[src/rtl/scanline_mixer_pkg.sv]
// Shared constants and helpers for the scanline mixer: output width, rounding
// term, scanline period encodings and the colour-depth expansion function.
package scanline_mixer_pkg;

    localparam int OUT_W = 8;
    localparam int RND   = 8;

    localparam logic [1:0] SL_OFF  = 2'd0;
    localparam logic [1:0] SL_1IN2 = 2'd1;
    localparam logic [1:0] SL_1IN3 = 2'd2;
    localparam logic [1:0] SL_1IN4 = 2'd3;

    // Left-justify a cw-bit value (held in the low bits) and fill the rest by
    // repeating its bits MSB first, so full scale maps to 0xFF.
    function automatic logic [OUT_W-1:0] expand_cw(input logic [OUT_W-1:0] value, input int cw);
        logic [OUT_W-1:0] res;
        int               idx;
        res = '0;
        for (int i = 0; i < OUT_W; i++) begin
            idx                = cw - 1 - (i % cw);
            res[OUT_W - 1 - i] = value[idx[2:0]];
        end
        return res;
    endfunction

endpackage

[src/rtl/scanline_mixer_sync_polarity_detect.sv]
// Sync polarity detector: measures high and low time of sync_in in ticks and,
// at each rising edge, flags the sync as negative when it spent longer high.
module sync_polarity_detect
    import scanline_mixer_pkg::*;
#(
    parameter int CNT_W = 12
) (
    input  logic clk_sys,
    input  logic reset_n,
    input  logic tick,
    input  logic sync_in,
    output logic neg_out
);

    logic             sync_q;
    logic [CNT_W-1:0] hi_q, hi_d;
    logic [CNT_W-1:0] lo_q, lo_d;
    logic             neg_q, neg_d;

    always_comb begin
        hi_d  = hi_q;
        lo_d  = lo_q;
        neg_d = neg_q;
        if (sync_in && !sync_q) begin
            neg_d = (hi_q > lo_q);
            hi_d  = '0;
            lo_d  = '0;
        end else if (tick) begin
            if (sync_in) begin
                if (hi_q != '1) hi_d = hi_q + 1'b1;
            end else if (lo_q != '1) begin
                lo_d = lo_q + 1'b1;
            end
        end
    end

    always_ff @(posedge clk_sys or negedge reset_n) begin
        if (!reset_n) begin
            sync_q <= 1'b0;
            hi_q   <= '0;
            lo_q   <= '0;
            neg_q  <= 1'b0;
        end else begin
            sync_q <= sync_in;
            hi_q   <= hi_d;
            lo_q   <= lo_d;
            neg_q  <= neg_d;
        end
    end

    assign neg_out = neg_q;

endmodule

[src/rtl/scanline_mixer.sv]
// Video output mixer: depth expansion, 1-in-N scanline attenuation, frame-aligned DE.
// Define SCANLINE_MIXER_POLARITY_DETECT_EN to build the automatic sync polarity normaliser.
module scanline_mixer
    import scanline_mixer_pkg::*;
#(
    parameter int CW    = 8,
    parameter int CNT_W = 12
) (
    input  logic          clk_sys,
    input  logic          reset_n,
    input  logic          ce_pix,
    input  logic [CW-1:0] r_in,
    input  logic [CW-1:0] g_in,
    input  logic [CW-1:0] b_in,
    input  logic          hs_in,
    input  logic          vs_in,
    input  logic          hb_in,
    input  logic          vb_in,
    input  logic [3:0]    sl_level,
    input  logic [1:0]    sl_period,
    output logic [7:0]    vga_r,
    output logic [7:0]    vga_g,
    output logic [7:0]    vga_b,
    output logic          vga_hs,
    output logic          vga_vs,
    output logic          vga_de,
    output logic          ce_pix_out
);

    if (CW < 1 || CW > OUT_W || CNT_W < 1) begin : g_param_check
        $error("scanline_mixer: CW must be 1..8 and CNT_W at least 1");
    end

    logic       hs_neg, vs_neg;
    logic       hs, vs, hde;
    logic       hs_q, vs_q, hde_q, ce1_q;
    logic       de_q, de_d;
    logic [1:0] line_cnt_q, line_cnt_d, last_line;
    logic       dark;
    logic [3:0] lvl;
    logic [4:0] weight;
    logic       hs_out_q, vs_out_q, de_out_q, ce_out_q;

`ifdef SCANLINE_MIXER_POLARITY_DETECT_EN
    logic hs_in_q;

    always_ff @(posedge clk_sys or negedge reset_n) begin
        if (!reset_n) hs_in_q <= 1'b0;
        else          hs_in_q <= hs_in;
    end

    sync_polarity_detect #(.CNT_W(CNT_W)) u_hs_pol (
        .clk_sys (clk_sys),
        .reset_n (reset_n),
        .tick    (ce_pix),
        .sync_in (hs_in),
        .neg_out (hs_neg)
    );

    // Frame polarity is measured in lines, so the tick is the raw hs rising edge.
    sync_polarity_detect #(.CNT_W(CNT_W)) u_vs_pol (
        .clk_sys (clk_sys),
        .reset_n (reset_n),
        .tick    (hs_in & ~hs_in_q),
        .sync_in (vs_in),
        .neg_out (vs_neg)
    );
`else
    assign hs_neg = 1'b0;
    assign vs_neg = 1'b0;
`endif

    always_comb begin
        hs  = hs_in ^ hs_neg;
        vs  = vs_in ^ vs_neg;
        hde = ~hb_in;
        case (sl_period)
            SL_1IN2: last_line = 2'd1;
            SL_1IN3: last_line = 2'd2;
            SL_1IN4: last_line = 2'd3;
            default: last_line = 2'd0;
        endcase
        line_cnt_d = line_cnt_q;
        if (vs_q && !vs) begin
            line_cnt_d = '0;
        end else if (hs_q && !hs) begin
            // >= rather than == so a shortened period wraps cleanly mid-frame.
            line_cnt_d = (line_cnt_q >= last_line) ? 2'd0 : line_cnt_q + 2'd1;
        end
        dark   = (sl_period != SL_OFF) && (line_cnt_q == last_line);
        lvl    = dark ? sl_level : 4'd0;
        weight = 5'd16 - {1'b0, lvl};
        de_d   = de_q;
        if (hde && !hde_q)      de_d = ~vb_in;
        else if (!hde && hde_q) de_d = 1'b0;
    end

    always_ff @(posedge clk_sys or negedge reset_n) begin
        if (!reset_n) begin
            hs_q       <= 1'b0;
            vs_q       <= 1'b0;
            hde_q      <= 1'b0;
            de_q       <= 1'b0;
            ce1_q      <= 1'b0;
            line_cnt_q <= '0;
            hs_out_q   <= 1'b0;
            vs_out_q   <= 1'b0;
            de_out_q   <= 1'b0;
            ce_out_q   <= 1'b0;
        end else begin
            hs_q       <= hs;
            vs_q       <= vs;
            hde_q      <= hde;
            de_q       <= de_d;
            ce1_q      <= ce_pix;
            line_cnt_q <= line_cnt_d;
            hs_out_q   <= hs_q;
            vs_out_q   <= vs_q;
            de_out_q   <= de_q;
            ce_out_q   <= ce1_q;
        end
    end

    logic [CW-1:0] c_in [3];
    assign c_in[0] = r_in;
    assign c_in[1] = g_in;
    assign c_in[2] = b_in;

    for (genvar gi = 0; gi < 3; gi++) begin : g_ch
        logic [OUT_W-1:0] c8;
        logic [11:0]      prod_d, prod_q, rnd;
        logic [OUT_W-1:0] out_d, out_q;

        // c8 * (16 - lvl) peaks at 4080, so 12 bits hold product and rounding.
        always_comb begin
            c8     = expand_cw(8'(c_in[gi]), CW);
            prod_d = {4'b0, c8} * {7'b0, weight};
            rnd    = prod_q + 12'(RND);
            out_d  = rnd[11:4];
        end

        always_ff @(posedge clk_sys or negedge reset_n) begin
            if (!reset_n) begin
                prod_q <= '0;
                out_q  <= '0;
            end else begin
                prod_q <= prod_d;
                out_q  <= out_d;
            end
        end
    end

    assign vga_r      = g_ch[0].out_q;
    assign vga_g      = g_ch[1].out_q;
    assign vga_b      = g_ch[2].out_q;
    assign vga_hs     = hs_out_q;
    assign vga_vs     = vs_out_q;
    assign vga_de     = de_out_q;
    assign ce_pix_out = ce_out_q;

endmodule

[config.mk]
export PLATFORM = sky130hd
export DESIGN_NAME = scanline_mixer
export DESIGN_NICKNAME = d
export VERILOG_FILES = /design/src/rtl/scanline_mixer_pkg.sv /design/src/rtl/scanline_mixer_sync_polarity_detect.sv /design/src/rtl/scanline_mixer.sv
export SDC_FILE = /design/constraint.sdc
export NUM_CORES = 1
export LEC_CHECK = 0
export ABC_AREA = 1
export CAP_MARGIN = 0
export CORE_MARGIN = 2
export CORE_UTILIZATION = 40
export DETAILED_ROUTE_END_ITERATION = 7
export DONT_BUFFER_PORTS = 1
export HOLD_SLACK_MARGIN = 0.02
export PLACE_DENSITY_LB_ADDON = 0.08
export SLEW_MARGIN = 20
export SYNTH_ARGS = -nofsm -noshare
export SYNTH_HDL_FRONTEND = slang
export SYNTH_SLANG_ARGS = --single-unit
export TNS_END_PERCENT = 20
[constraint.sdc]
create_clock -name clk_sys -period 5.5 [get_ports clk_sys]
set_clock_uncertainty 0.1 [all_clocks]
set_input_delay 1.1 -clock clk_sys [delete_from_list [all_inputs] [get_ports clk_sys]]
set_output_delay 1.1 -clock clk_sys [all_outputs]
set_load 0.02 [all_outputs]
Word-level counts from Yosys, hierarchy flattened. Cells that the tools add are included.

Bits in registers: 71. Input port bits: 37.

Multipliers: 3. Add/sub/neg operators: 5. $lt $le $gt $ge: 1. Muxes and demuxes: 7. Reduce and logical (&&, ||, !) cells: 11. Equality and inequality tests: 4. Bitwise logic cells: 2.

Operators with widths (number): $add A12 B4 Y12 const B (3); $mul A8 B5 Y12 (3); $mux W2 (3); $pmux W2 S3 (1); $reduce_bool A2 Y1 (3); $logic_and A1 B1 Y1 (5); $sub A5 B4 Y5 const A (1); $eq A2 B2 Y1 const B (2); $mux W4 (1); $logic_not A1 Y1 (3); $add A2 B1 Y2 const B (1); $eq A2 B1 Y1 const B (1); $eq A2 B2 Y1 (1); $ge A2 B2 Y1 (1); $mux W1 (2); $not A1 Y1 (2).

Depth between registers and ports, before layout. Gate-level depths: netlist of the first run.

Depth in word-level cells: 7. Mapped depth: 27. Depth with buffers taken out: 27.

Worst setup path before layout of the first run. OpenSTA, ideal clock, no wires.

Kind: input to register. Start: input port sl_period[1]. End: register g_ch[0].prod_q[11]. Setup slack: 121 ps. Cell stages on the path: 24. Arrival time: 5163 ps. Data required time: 5284 ps. Setup time: 116 ps. Path through: inv_2 -> ha_1 -> nand2_2 -> nor2_8 -> nand2_4 -> ha_1 -> or2_1 -> nand2_2 -> buf_4 -> nor2_1 -> fa_1 -> fa_1 -> inv_1 -> fa_1 -> inv_1 -> ha_1 -> a21oi_1 -> nand2_1 -> nand2_1 -> nand2_1 -> nor2_1 -> inv_1 -> nand2_1 -> nand2_1.

Cells in the longest elaborated chain, start to end: 7. Elaborated cells between the ends (all ways): 10. Those cells by class: add/sub (1); mul (1); eq/ne (4); mux (2); reduce/logical (2).

Ends and longest elaborated chain: start: declaration (line scanline_mixer.sv:20) `input logic [1:0] sl_period,`; $eq A2 B2 Y1 / $eq A2 B1 Y1 (equally long branches) (line scanline_mixer.sv:77) `case (sl_period)`; $pmux W2 S3 (line scanline_mixer.sv:77); $eq A2 B2 Y1 (line scanline_mixer.sv:90) `dark = (sl_period != SL_OFF) && (line_cnt_q == last_line);`; $logic_and A1 B1 Y1 (*) (line scanline_mixer.sv:90); $mux W4 (*) (line scanline_mixer.sv:91) `lvl = dark ? sl_level : 4'd0;`; $sub A5 B4 Y5 (*) (line scanline_mixer.sv:92) `weight = 5'd16 - {1'b0, lvl};`; $mul A8 B5 Y12 (*) (line scanline_mixer.sv:137) `prod_d = {4'b0, c8} * {7'b0, weight};`; via g_ch[0].prod_d[11] (line scanline_mixer.sv:131) `logic [11:0] prod_d, prod_q, rnd;`; end signal: assignment (line scanline_mixer.sv:147) `prod_q <= prod_d;`; end: declaration (line scanline_mixer.sv:131).

Mark *: on every way through the listed nets, which the timed path passes. The rest lies on a longest branch. A chain may end at the register's enable or synchronous reset.

Final worst setup path of the first run.
Start: input port sl_period[1]. End: register g_ch[1].prod_q[11].

Cells in the longest elaborated chain, start to end: 7. Elaborated cells between the ends (all ways): 10. Those cells by class: add/sub (1); mul (1); eq/ne (4); mux (2); reduce/logical (2).

Ends and longest elaborated chain (line): $eq A2 B2 Y1 / $eq A2 B1 Y1 (equally long branches) (scanline_mixer.sv:77); $pmux W2 S3 (scanline_mixer.sv:77); $eq A2 B2 Y1 (scanline_mixer.sv:90); $logic_and A1 B1 Y1 (*) (scanline_mixer.sv:90); $mux W4 (*) (scanline_mixer.sv:91); $sub A5 B4 Y5 (*) (scanline_mixer.sv:92); $mul A8 B5 Y12 (*) (scanline_mixer.sv:137); via g_ch[1].prod_d[11] (scanline_mixer.sv:131); end signal: assignment (scanline_mixer.sv:147); end: declaration (scanline_mixer.sv:131).

Marked as above.

==> flow_summary.yaml, run 1 <==
cts:
  cts_tree: "yes"
  ctsResizeCount: 0
  clock_path_buffers: 2
  worst_skew_pair.late_latency_ns: 0.33
  cts_sinks: 62
  clkTransAtPathRegs_ns: 0.05
  postCtsSetupRepairBufs: 0
  htree_levels: 3
  ctsHoldBuffers: 0
  cts-buffers-inserted: 9
  root_buffer: "clkbuf_16"
synthesis:
  synth_area_leaders: "dfrtp_1, fa_1, ha_1, nand2_1, inv_1"
  mappedNetlistArea_um2: 5919
  syn_nets: 893
  synth-seq-cells: 62
  ys_types: 33
  yosys.area.top_type: "dfrtp_1"
  yosysTopAreaCellShare: 0.2621
  avgSynthCellArea_um2: 7.956
  synth-edff-count: 0
  synth_flop_cell: "dfrtp_1"
  synthTopCellsByCount: "nand2_1, inv_1, dfrtp_1, nor2_1, ha_1"
  async_flop_share: 1.000
  yosysMostFrequentCell: "nand2_1"
  yosys_warnings: 0
  synthCells: 744
  yosysSeqAreaShare: 0.2621
critical_path:
  critPathBufInv: 4
  path_class: "in -> reg"
  path_common_cell: "nand2_1"
  crit_fanout: 10
  cp.required_ns: 5.62
  cp_top_family: "adder cells"
  max_stage_delay_ns: 0.55
  cp_slowest_cell: "fa_1"
  critical_path_arrival_ns: 5.27
  startpoint_type: "input pin"
  endpoint_kind: "register"
  crit_chain: "inv_2 > ha_1 > nand2_2 > nor2_8 > nand2_2 > ha_1 > nand2_1 > nor2_2 > inv_1 > nor2_1 > fa_1 > fa_1 > inv_1 > fa_1 > inv_1 > ha_1 > a21oi_1 > nand2_1 > a21oi_1 > nand2_1 > nand3_1 > nand2_1"
placed_design:
  io_buffers: 0
  place_inst: 941
  place_area_um2: 6252
  routabilityCongestion: 0.9311
  place_hpwl_mm: 10.66
grt:
  grt_pass1_wl_mm: 22.16
  grt_pass1_vias: 4741
  grt-ovfl-total: 0
  grt_antenna_before_repair: 0
  grt_max_degree: 63
  grtUsageTotal: 0.1737
timing:
  fin_tns_setup_ns: 0
  post-route-min-period_ns: 5.158
  min_period_over_period: 0.9379
  relSlewSlack: 0.5474
  rsz0062_at_grt: "true"
  final_max_slew_viol_count: 0
  worst_pin_slew_ns: 0.6788
  hold_viol: 0
  fmax_ghz: 0.1939
  setup_viol: 0
status:
  status: "finished, final reports clean"
detailed_routing:
  first_pass_iters: 5
  vias: 4489
  ant_nets: 0
  routed_wl_mm: 12.59
  dr.first_iter.drc_count: 163
  wire_per_inst_um: 13.17
  viasPerCell: 4.696
  drc: 0
power:
  swShare: 0.4942
  powerDensity_nw_per_um2: 597.5
  p_leak_nw: 3.869
  pwr-share-seq: 0.233
  power_frac_comb: 0.644
  switchingPower_mw: 1.925
  p_int_mw: 1.970
  p_clk_frac: 0.123
  vdd_drop_max_mv: 0.1706
layout:
  design_area_um2: 6519
  instances_no_fill: 956
  final_layout_size_suffix_gt1_frac: 0.07642
  fillCellCount: 1463
  num_antenna_cells: 0
  synthToLayoutAreaGrowth_pct: 10.12
  final_nets: 917
  finish.utilization: 0.4502
die:
  fp.dieW_um: 125.7
  rows: 44
  start_util: 0.4088
  die_y_um: 125.7
  core_area_um2: 14480
  num_io_pins: 65
  fp.dieArea_um2: 15790
run:
  drv_cap: 0
worst_hold_path:
  min_path_type: "reg -> reg"
cell usage in the layout, fill, tap and decap left out, types with 4 or more instances in the layout:
master	netlist	final
xor2_1	28	28
fa_1	51	51
clkbuf_16	0	9
xnor2_1	6	6
nand4_1	12	12
a21oi_1	13	13
nand2_1	182	182
clkinv_2	0	4
dfrtp_1	62	62
nand3_1	36	36
buf_4	3	20
nor2_2	11	11
ha_1	61	61
nor2_1	62	62
inv_1	174	174
sequential cells by signal, indices dropped and copies added, names as in the netlist:
name,cells
line_cnt_q,2
de_q,1
hde_q,1
hs_q,1
vs_q,1
vga_hs,1
vga_vs,1
vga_de,1
g_ch.prod_q,27
ce_pix_out,1
vga_b,8
ce1_q,1
vga_g,8
vga_r,8
layout make-up:
| class | instances | area, µm² | share of cell area |
|---|---|---|---|
| Clock inverter | 5 | 27.53 | 0.004223 |
| Clock buffer | 10 | 229.0 | 0.03512 |
| Timing Repair Buffer | 20 | 150.1 | 0.02303 |
| Tap cell | 184 | 230.2 | 0.03532 |
| Multi-Input combinational cell | 497 | 3657 | 0.5610 |
| Inverter | 178 | 673.1 | 0.1033 |
| Sequential cell | 62 | 1551 | 0.2380 |
kinds of logic after synthesis:
group / after synthesis / share of synthesized area
simple gates: 324 / 0.2384
buf+inv: 185 / 0.1209
xor+xnor: 34 / 0.05031
flops: 62 / 0.2621
compound gates: 27 / 0.02684
fa+ha+maj: 112 / 0.3014
power by group through the flow:
stage	logic, mW	registers (mW)	clock network [mW]
2_1_floorplan	1.89	0.887	0
3_3_place_gp	2.50	0.914	0
3_5_place_dp	2.53	0.919	0
4_1_cts	2.54	0.911	0.496
5_1_grt	2.96	0.928	0.518
6_report	2.51	0.906	0.480
worst register-to-register path: cells and delay by family, from the launching register on:
kind / cells / cell delay (ns)
fa+ha+maj: 6 / 2.49
simple gates: 10 / 0.96
flops: 1 / 0.40
compound gates: 2 / 0.38
buf+inv: 3 / 0.37
final timing paths:
check	end	startpoint	slack (ns)	depth (start not counted)
min reg2reg	ce_pix_out$_DFF_PN0_	ce1_q$_DFF_PN0_	0.26	0
max	g_ch[1].prod_q[11]$_DFF_PN0_	sl_period[1]	0.34	22
max in group asynchronous	g_ch[0].prod_q[11]$_DFF_PN0_	reset_n	4.83	0
max reg2reg	g_ch[1].prod_q[11]$_DFF_PN0_	line_cnt_q[1]$_DFFE_PN0P_	0.71	21
min	ce_pix_out$_DFF_PN0_	ce1_q$_DFF_PN0_	0.26	0
min in group asynchronous	vga_b[6]$_DFF_PN0_	reset_n	0.37	0
per-layer routing:
metal	up-vias	GRT usage	part of all wire	wire length, µm
li1	2281	-	-	-
met1	2089	0.2243	0.46	5795
met2	105	0.2878	0.46	5792
met3	14	0.04376	0.062	785
met4	0	0.05490	0.017	212
met5	-	0	0	0
stage by stage:
| stage | power, mW | worst slack, ns | hold WS [ns] |
|---|---|---|---|
| global route | 4.401 | -0.01869 | 0.2679 |
| floorplan | 2.774 | 0.1206 | 0.2312 |
| detailed placement | 3.446 | -0.08206 | 0.2380 |
| CTS | 3.948 | 0.2635 | 0.2593 |
| finish | 3.895 | 0.3415 | 0.2569 |
| global placement | 3.414 | -0.01346 | 0.2426 |
No activity file was read; power rests on OpenSTA's default activity.
==> run 2, diff against run 1 <==
==> constraint.sdc (replaced) <==
create_clock -name clk_sys -period 5.1 [get_ports clk_sys]
set_clock_uncertainty 0.1 [all_clocks]
set_input_delay 1.02 -clock clk_sys [delete_from_list [all_inputs] [get_ports clk_sys]]
set_output_delay 1.02 -clock clk_sys [all_outputs]
set_load 0.02 [all_outputs]
==> run 2 against run 1 <==
Worst hold slack improved by 0.0025 ns. Core utilization up 3.5 points. First-iteration DRC count up 6.7%. Combinational power rose by 32%.
==> flow_summary.yaml, run 2 (same netlist as run 1, synthesis figures left out) <==
status:
  status: "finished, final reports clean"
critical_path:
  r2r_slack_ns: 0.42
  r2r_end: "g_ch[2].prod_q[11]$_DFF_PN0_"
  path_class: "in -> reg"
  startpoint_type: "input pin"
  reg2reg_depth: 27
  max_stage_delay_ns: 0.54
  timing.rr.start: "line_cnt_q[0]$_DFFE_PN0P_"
  endpoint_kind: "register"
  cp_slowest_cell: "fa_1"
  critical_path_arrival_ns: 5.03
  path_common_cell: "nand2_1"
  cp.required_ns: 5.22
  crit_fanout: 6
detailed_routing:
  first_pass_iters: 4
  wl_met1_mm: 5.905
  routed.top_layer: "met4"
  routed_wl_mm: 12.93
  wire_per_inst_um: 13.01
  drc: 0
  routed-wl-met3_um: 610
  viasPerCell: 4.718
  vias: 4690
  wl_met2_mm: 6.190
  dr.first_iter.drc_count: 174
  ant_nets: 0
layout:
  num_antenna_cells: 0
  largest_reg_flops: 27
  synthToLayoutAreaGrowth_pct: 18.58
  instances_no_fill: 994
  final_cell_mix: "nand2_1, inv_1, dfrtp_1"
  top_register: "g_ch.prod_q"
  final_nets: 955
  final_layout_size_suffix_gt1_frac: 0.1469
  layout_commonest_cell: "nand2_1"
  finish.utilization: 0.4848
timing:
  relSlewSlack: 0.6350
  worst_pin_slew_ns: 0.5418
  final_max_slew_viol_count: 0
  fmax_ghz: 0.2037
  setup_viol: 0
  rsz0062_at_grt: "false"
  post-route-min-period_ns: 4.909
  setup_ws_ns: 0.1912
  fin_tns_setup_ns: 0
  min_period_over_period: 0.9625
  hold_viol: 0
grt:
  grt_pass1_vias: 4899
  grt_pass1_wl_mm: 22.59
  grtUsageTotal: 0.1767
  grt_antenna_before_repair: 0
  grt_max_degree: 63
  grt-ovfl-total: 0
run:
  drv_cap: 0
cts:
  cts-buffers-inserted: 9
  cts_sinks: 62
  root_buffer: "clkbuf_16"
  worst_skew_pair.late_latency_ns: 0.33
  ctsHoldBuffers: 0
  clkTransAtPathRegs_ns: 0.05
  htree_levels: 3
  cts_tree: "yes"
  clock_path_buffers: 2
worst_hold_path:
  min_path_type: "reg -> reg"
  whs_path_depth: 0
  worstHoldEndpoint: "ce_pix_out$_DFF_PN0_"
  worstHoldStart: "ce1_q$_DFF_PN0_"
power:
  powerDensity_nw_per_um2: 703.7
  p_total_mw: 4.940
  p_leak_nw: 4.103
  vdd_drop_max_mv: 0.2655
placed_design:
  place_inst: 978
  place_ws_ns: -0.2381
  place_hpwl_mm: 11.01
  io_buffers: 0
  routabilityCongestion: 0.8651
die:
  fp.dieW_um: 125.7
  rows: 44
  start_util: 0.4088
  die_y_um: 125.7
  fp.dieArea_um2: 15790
  core_area_um2: 14480
  num_io_pins: 65
[run 2: cell types whose count changed in the layout (fill, tap and decap cells not counted), moves of 2 or more]
cell and delta:
a21oi_1 -4, ha_1 -6, bufinv_16 +2, clkinv_2 -2
ha_4 +6, buf_4 +36, nor2_1 -6, a21oi_2 +3
clkbuf_8 +2, nand2_1 -4, nor2_2 +5, nand2_2 +3
[run 2: final cells by class]
type	count	area, µm²
clock inverters	4	70.07
flip-flops and latches	62	1551
repair buffers	58	451.7
fillers	1418	7460
multi-input cells	497	3792
clock buffers	11	252.7
inverters	178	670.6
well taps	184	230.2
[run 2: stage by stage]
| step | hold WS (ns) | cell area (µm²) |
|---|---|---|
| floorplan | 0.2312 | 5958 |
| global placement | 0.2437 | 6578 |
| detailed placement | 0.2380 | 6578 |
| CTS | 0.2635 | 6900 |
| global route | 0.2691 | 7019 |
| finish | 0.2594 | 7019 |
[run 2: where the power goes]
part           switching, mW  leakage, nW  internal (mW)  total, mW
sequential             0.245        0.745          0.738      0.983
clock                  0.197        0.161          0.449      0.646
combinational           1.78         3.20           1.53       3.31
total                   2.23         4.10           2.71       4.94
[run 2: repair_timing]
action,CTS,global route
gates resized for setup,0,23
setup endpoints to repair,0,12
buffers inserted,0,1
[run 2: worst max-delay path by stage]
stage                 startpoint                           end  slack (ns)  cells after the start
global placement    sl_period[1]  g_ch[0].prod_q[11]$_DFF_PN0_       -0.19                     25
finish              sl_period[0]  g_ch[2].prod_q[11]$_DFF_PN0_        0.19                     26
floorplan           sl_period[1]  g_ch[0].prod_q[11]$_DFF_PN0_       -0.05                     24
detailed placement  sl_period[1]  g_ch[0].prod_q[11]$_DFF_PN0_       -0.24                     26
CTS                 sl_period[1]  g_ch[0].prod_q[11]$_DFF_PN0_        0.10                     26
global route        sl_period[1]  g_ch[2].prod_q[11]$_DFF_PN0_       0.002                     27
[run 2: critical path: cells and delay by family]
family | cells | cell delay (ns)
fa+ha+maj | 6 | 2.26
simple gates | 14 | 1.27
buf+inv | 6 | 0.44
[run 2: per-layer routing]
metal | up-vias | GRT usage
li1 | 2353 | -
met1 | 2201 | 0.2299
met2 | 113 | 0.2995
met3 | 23 | 0.03568
met4 | 0 | 0.05098
met5 | - | 0
==> run 3, diff against run 2 <==
--- a/config.mk
+++ b/config.mk
@@ -13,6 +13,7 @@
 export DONT_BUFFER_PORTS = 1
 export HOLD_SLACK_MARGIN = 0.02
 export PLACE_DENSITY_LB_ADDON = 0.08
+export REMOVE_ABC_BUFFERS = 1
 export SLEW_MARGIN = 20
 export SYNTH_ARGS = -nofsm -noshare
 export SYNTH_HDL_FRONTEND = slang
==> run 3 against run 2 <==
Critical path depth shrank 3. Highest routed layer unchanged. Design area grew 0.50%. Sequential share of layout area shrank 0.11 points. Die area is the same. Register-to-register slack gained 0.11 ns. Worst hold slack is essentially flat. Sequential cell count is the same. Largest power group unchanged. Final cell count grew 0.30%. Clock power is essentially flat. Core utilization grew 0.24 points. Clock-buffer cell count grew 1. Non-clock buffer count grew 2.
==> flow_summary.yaml, run 3 (same netlist as run 1, synthesis figures left out) <==
die:
  num_io_pins: 65
  core_area_um2: 14480
  start_util: 0.4088
  fp.dieW_um: 125.7
  fp.dieArea_um2: 15790
  die_y_um: 125.7
  rows: 44
power:
  p_int_mw: 2.696
  swShare: 0.4542
  power_frac_comb: 0.671
  vdd_drop_max_mv: 0.2519
  powerDensity_nw_per_um2: 700.2
  pwr-share-seq: 0.197
  p_leak_nw: 4.112
  switchingPower_mw: 2.243
  p_clk_frac: 0.131
grt:
  grt_antenna_before_repair: 0
  grt_max_degree: 63
  grt-ovfl-total: 0
  grt_pass1_vias: 4802
  grt_pass1_wl_mm: 22.31
  grtUsageTotal: 0.1756
worst_hold_path:
  min_path_type: "reg -> reg"
layout:
  design_area_um2: 7054
  fillCellCount: 1403
  synthToLayoutAreaGrowth_pct: 19.17
  top_register: "g_ch.prod_q"
  final_nets: 957
  finish.utilization: 0.4872
  final_layout_size_suffix_gt1_frac: 0.1451
  layout_commonest_cell: "nand2_1"
  final_cell_mix: "nand2_1, inv_1, dfrtp_1"
  num_antenna_cells: 0
  largest_reg_flops: 27
critical_path:
  path_class: "in -> reg"
  cp_slowest_cell: "fa_1"
  critical_path_arrival_ns: 4.96
  path_common_cell: "nand2_1"
  critPathBufInv: 4
  startpoint_type: "input pin"
  cp.required_ns: 5.21
  crit_fanout: 9
  cp_top_family: "adder cells"
  max_stage_delay_ns: 0.54
  crit_chain: "inv_2 > ha_1 > nand2_2 > nor2_8 > nand2_2 > ha_4 > nand2_2 > nor2_4 > buf_6 > nand2_1 > fa_1 > inv_1 > fa_1 > fa_1 > ha_1 > a21oi_1 > nand2_1 > nand2_1 > nand2_1 > nor2_1 > inv_1 > nand2_1 > nand2_1"
  endpoint_kind: "register"
timing:
  hold_viol: 0
  rsz0062_at_grt: "true"
  setup_viol: 0
  relSlewSlack: 0.4025
  worst_pin_slew_ns: 0.8869
  final_max_slew_viol_count: 0
  fmax_ghz: 0.2064
  post-route-min-period_ns: 4.845
  min_period_over_period: 0.9500
detailed_routing:
  wire_per_inst_um: 13.08
  viasPerCell: 4.642
  routed_wl_mm: 13.04
  drc: 0
  ant_nets: 0
  dr.first_iter.drc_count: 208
  vias: 4628
  first_pass_iters: 4
run:
  drv_cap: 0
cts:
  htree_levels: 3
  clock_path_buffers: 2
  cts-buffers-inserted: 9
  cts_sinks: 62
  root_buffer: "clkbuf_16"
  clkTransAtPathRegs_ns: 0.05
  worst_skew_pair.late_latency_ns: 0.33
  cts_tree: "yes"
placed_design:
  place_hpwl_mm: 10.77
  routabilityCongestion: 0.8359
  place_area_um2: 6515
  io_buffers: 0
status:
  status: "finished, final reports clean"
-- run 3: cell count changes in the layout (fill, tap and decap cells not counted), sizes merged --
cell    delta
buf        +2
clkbuf     +1
-- run 3: layout make-up --
| type | count | area [µm²] | share of cell area |
|---|---|---|---|
| multi-input cells | 497 | 3789 | 0.5371 |
| flip-flops and latches | 62 | 1551 | 0.2199 |
| inverters | 178 | 675.6 | 0.09578 |
| repair buffers | 60 | 491.7 | 0.06971 |
| clock buffers | 12 | 246.5 | 0.03494 |
| well taps | 184 | 230.2 | 0.03264 |
| clock inverters | 4 | 70.07 | 0.009933 |
-- run 3: final timing paths --
kind                                           start  slack, ns  cells past startpoint                            to
max                                     sl_period[1]       0.25                     23  g_ch[2].prod_q[11]$_DFF_PN0_
min                                  ce1_q$_DFF_PN0_       0.26                      0          ce_pix_out$_DFF_PN0_
max reg2reg                line_cnt_q[1]$_DFFE_PN0P_       0.53                     22  g_ch[2].prod_q[11]$_DFF_PN0_
min reg2reg                          ce1_q$_DFF_PN0_       0.26                      0          ce_pix_out$_DFF_PN0_
max in group asynchronous                    reset_n       4.51                      0            vga_g[5]$_DFF_PN0_
min in group asynchronous                    reset_n       0.28                      0            vga_b[0]$_DFF_PN0_
-- run 3: metal layers --
| metal | GRT usage | vias up | share of wire |
|---|---|---|---|
| met1 | 0.2333 | 2184 | 0.46 |
| met4 | 0.05098 | 0 | 0.012 |
| met5 | 0 | - | 0 |
| met2 | 0.2897 | 78 | 0.47 |
| li1 | - | 2358 | - |
| met3 | 0.03866 | 8 | 0.058 |
-- run 3: what timing repair did --
item                       in CTS  in global routing
gates resized for setup         3                 28
hold buffers                    0                  0
setup endpoints to repair       3                 15
buffers inserted                0                 10
pin swaps                       0                  8
-- run 3: through the flow --
stage / power, mW / hold slack (ns) / std cells / setup WS (ns) / TNS (ns)
2_1_floorplan: 2.963 / 0.2312 / 737 / -0.3091 / -2.512
3_3_place_gp: 4.049 / 0.2423 / 971 / -0.3443 / -2.838
3_5_place_dp: 4.091 / 0.2388 / 971 / -0.4342 / -4.964
4_1_cts: 4.787 / 0.2580 / 987 / 0.01303 / 0
5_1_grt: 5.509 / 0.2639 / 997 / -0.02056 / -0.03798
6_report: 4.940 / 0.2592 / 997 / 0.2549 / 0
-- run 3: power groups by stage --
stage          combinational, mW  clock (mW)  sequential, mW
6_report                    3.32       0.649           0.974
5_1_grt                     3.82       0.687            1.00
4_1_cts                     3.14       0.666           0.980
3_5_place_dp                3.10           0           0.988
3_3_place_gp                3.07           0           0.984
2_1_floorplan               2.01           0           0.957
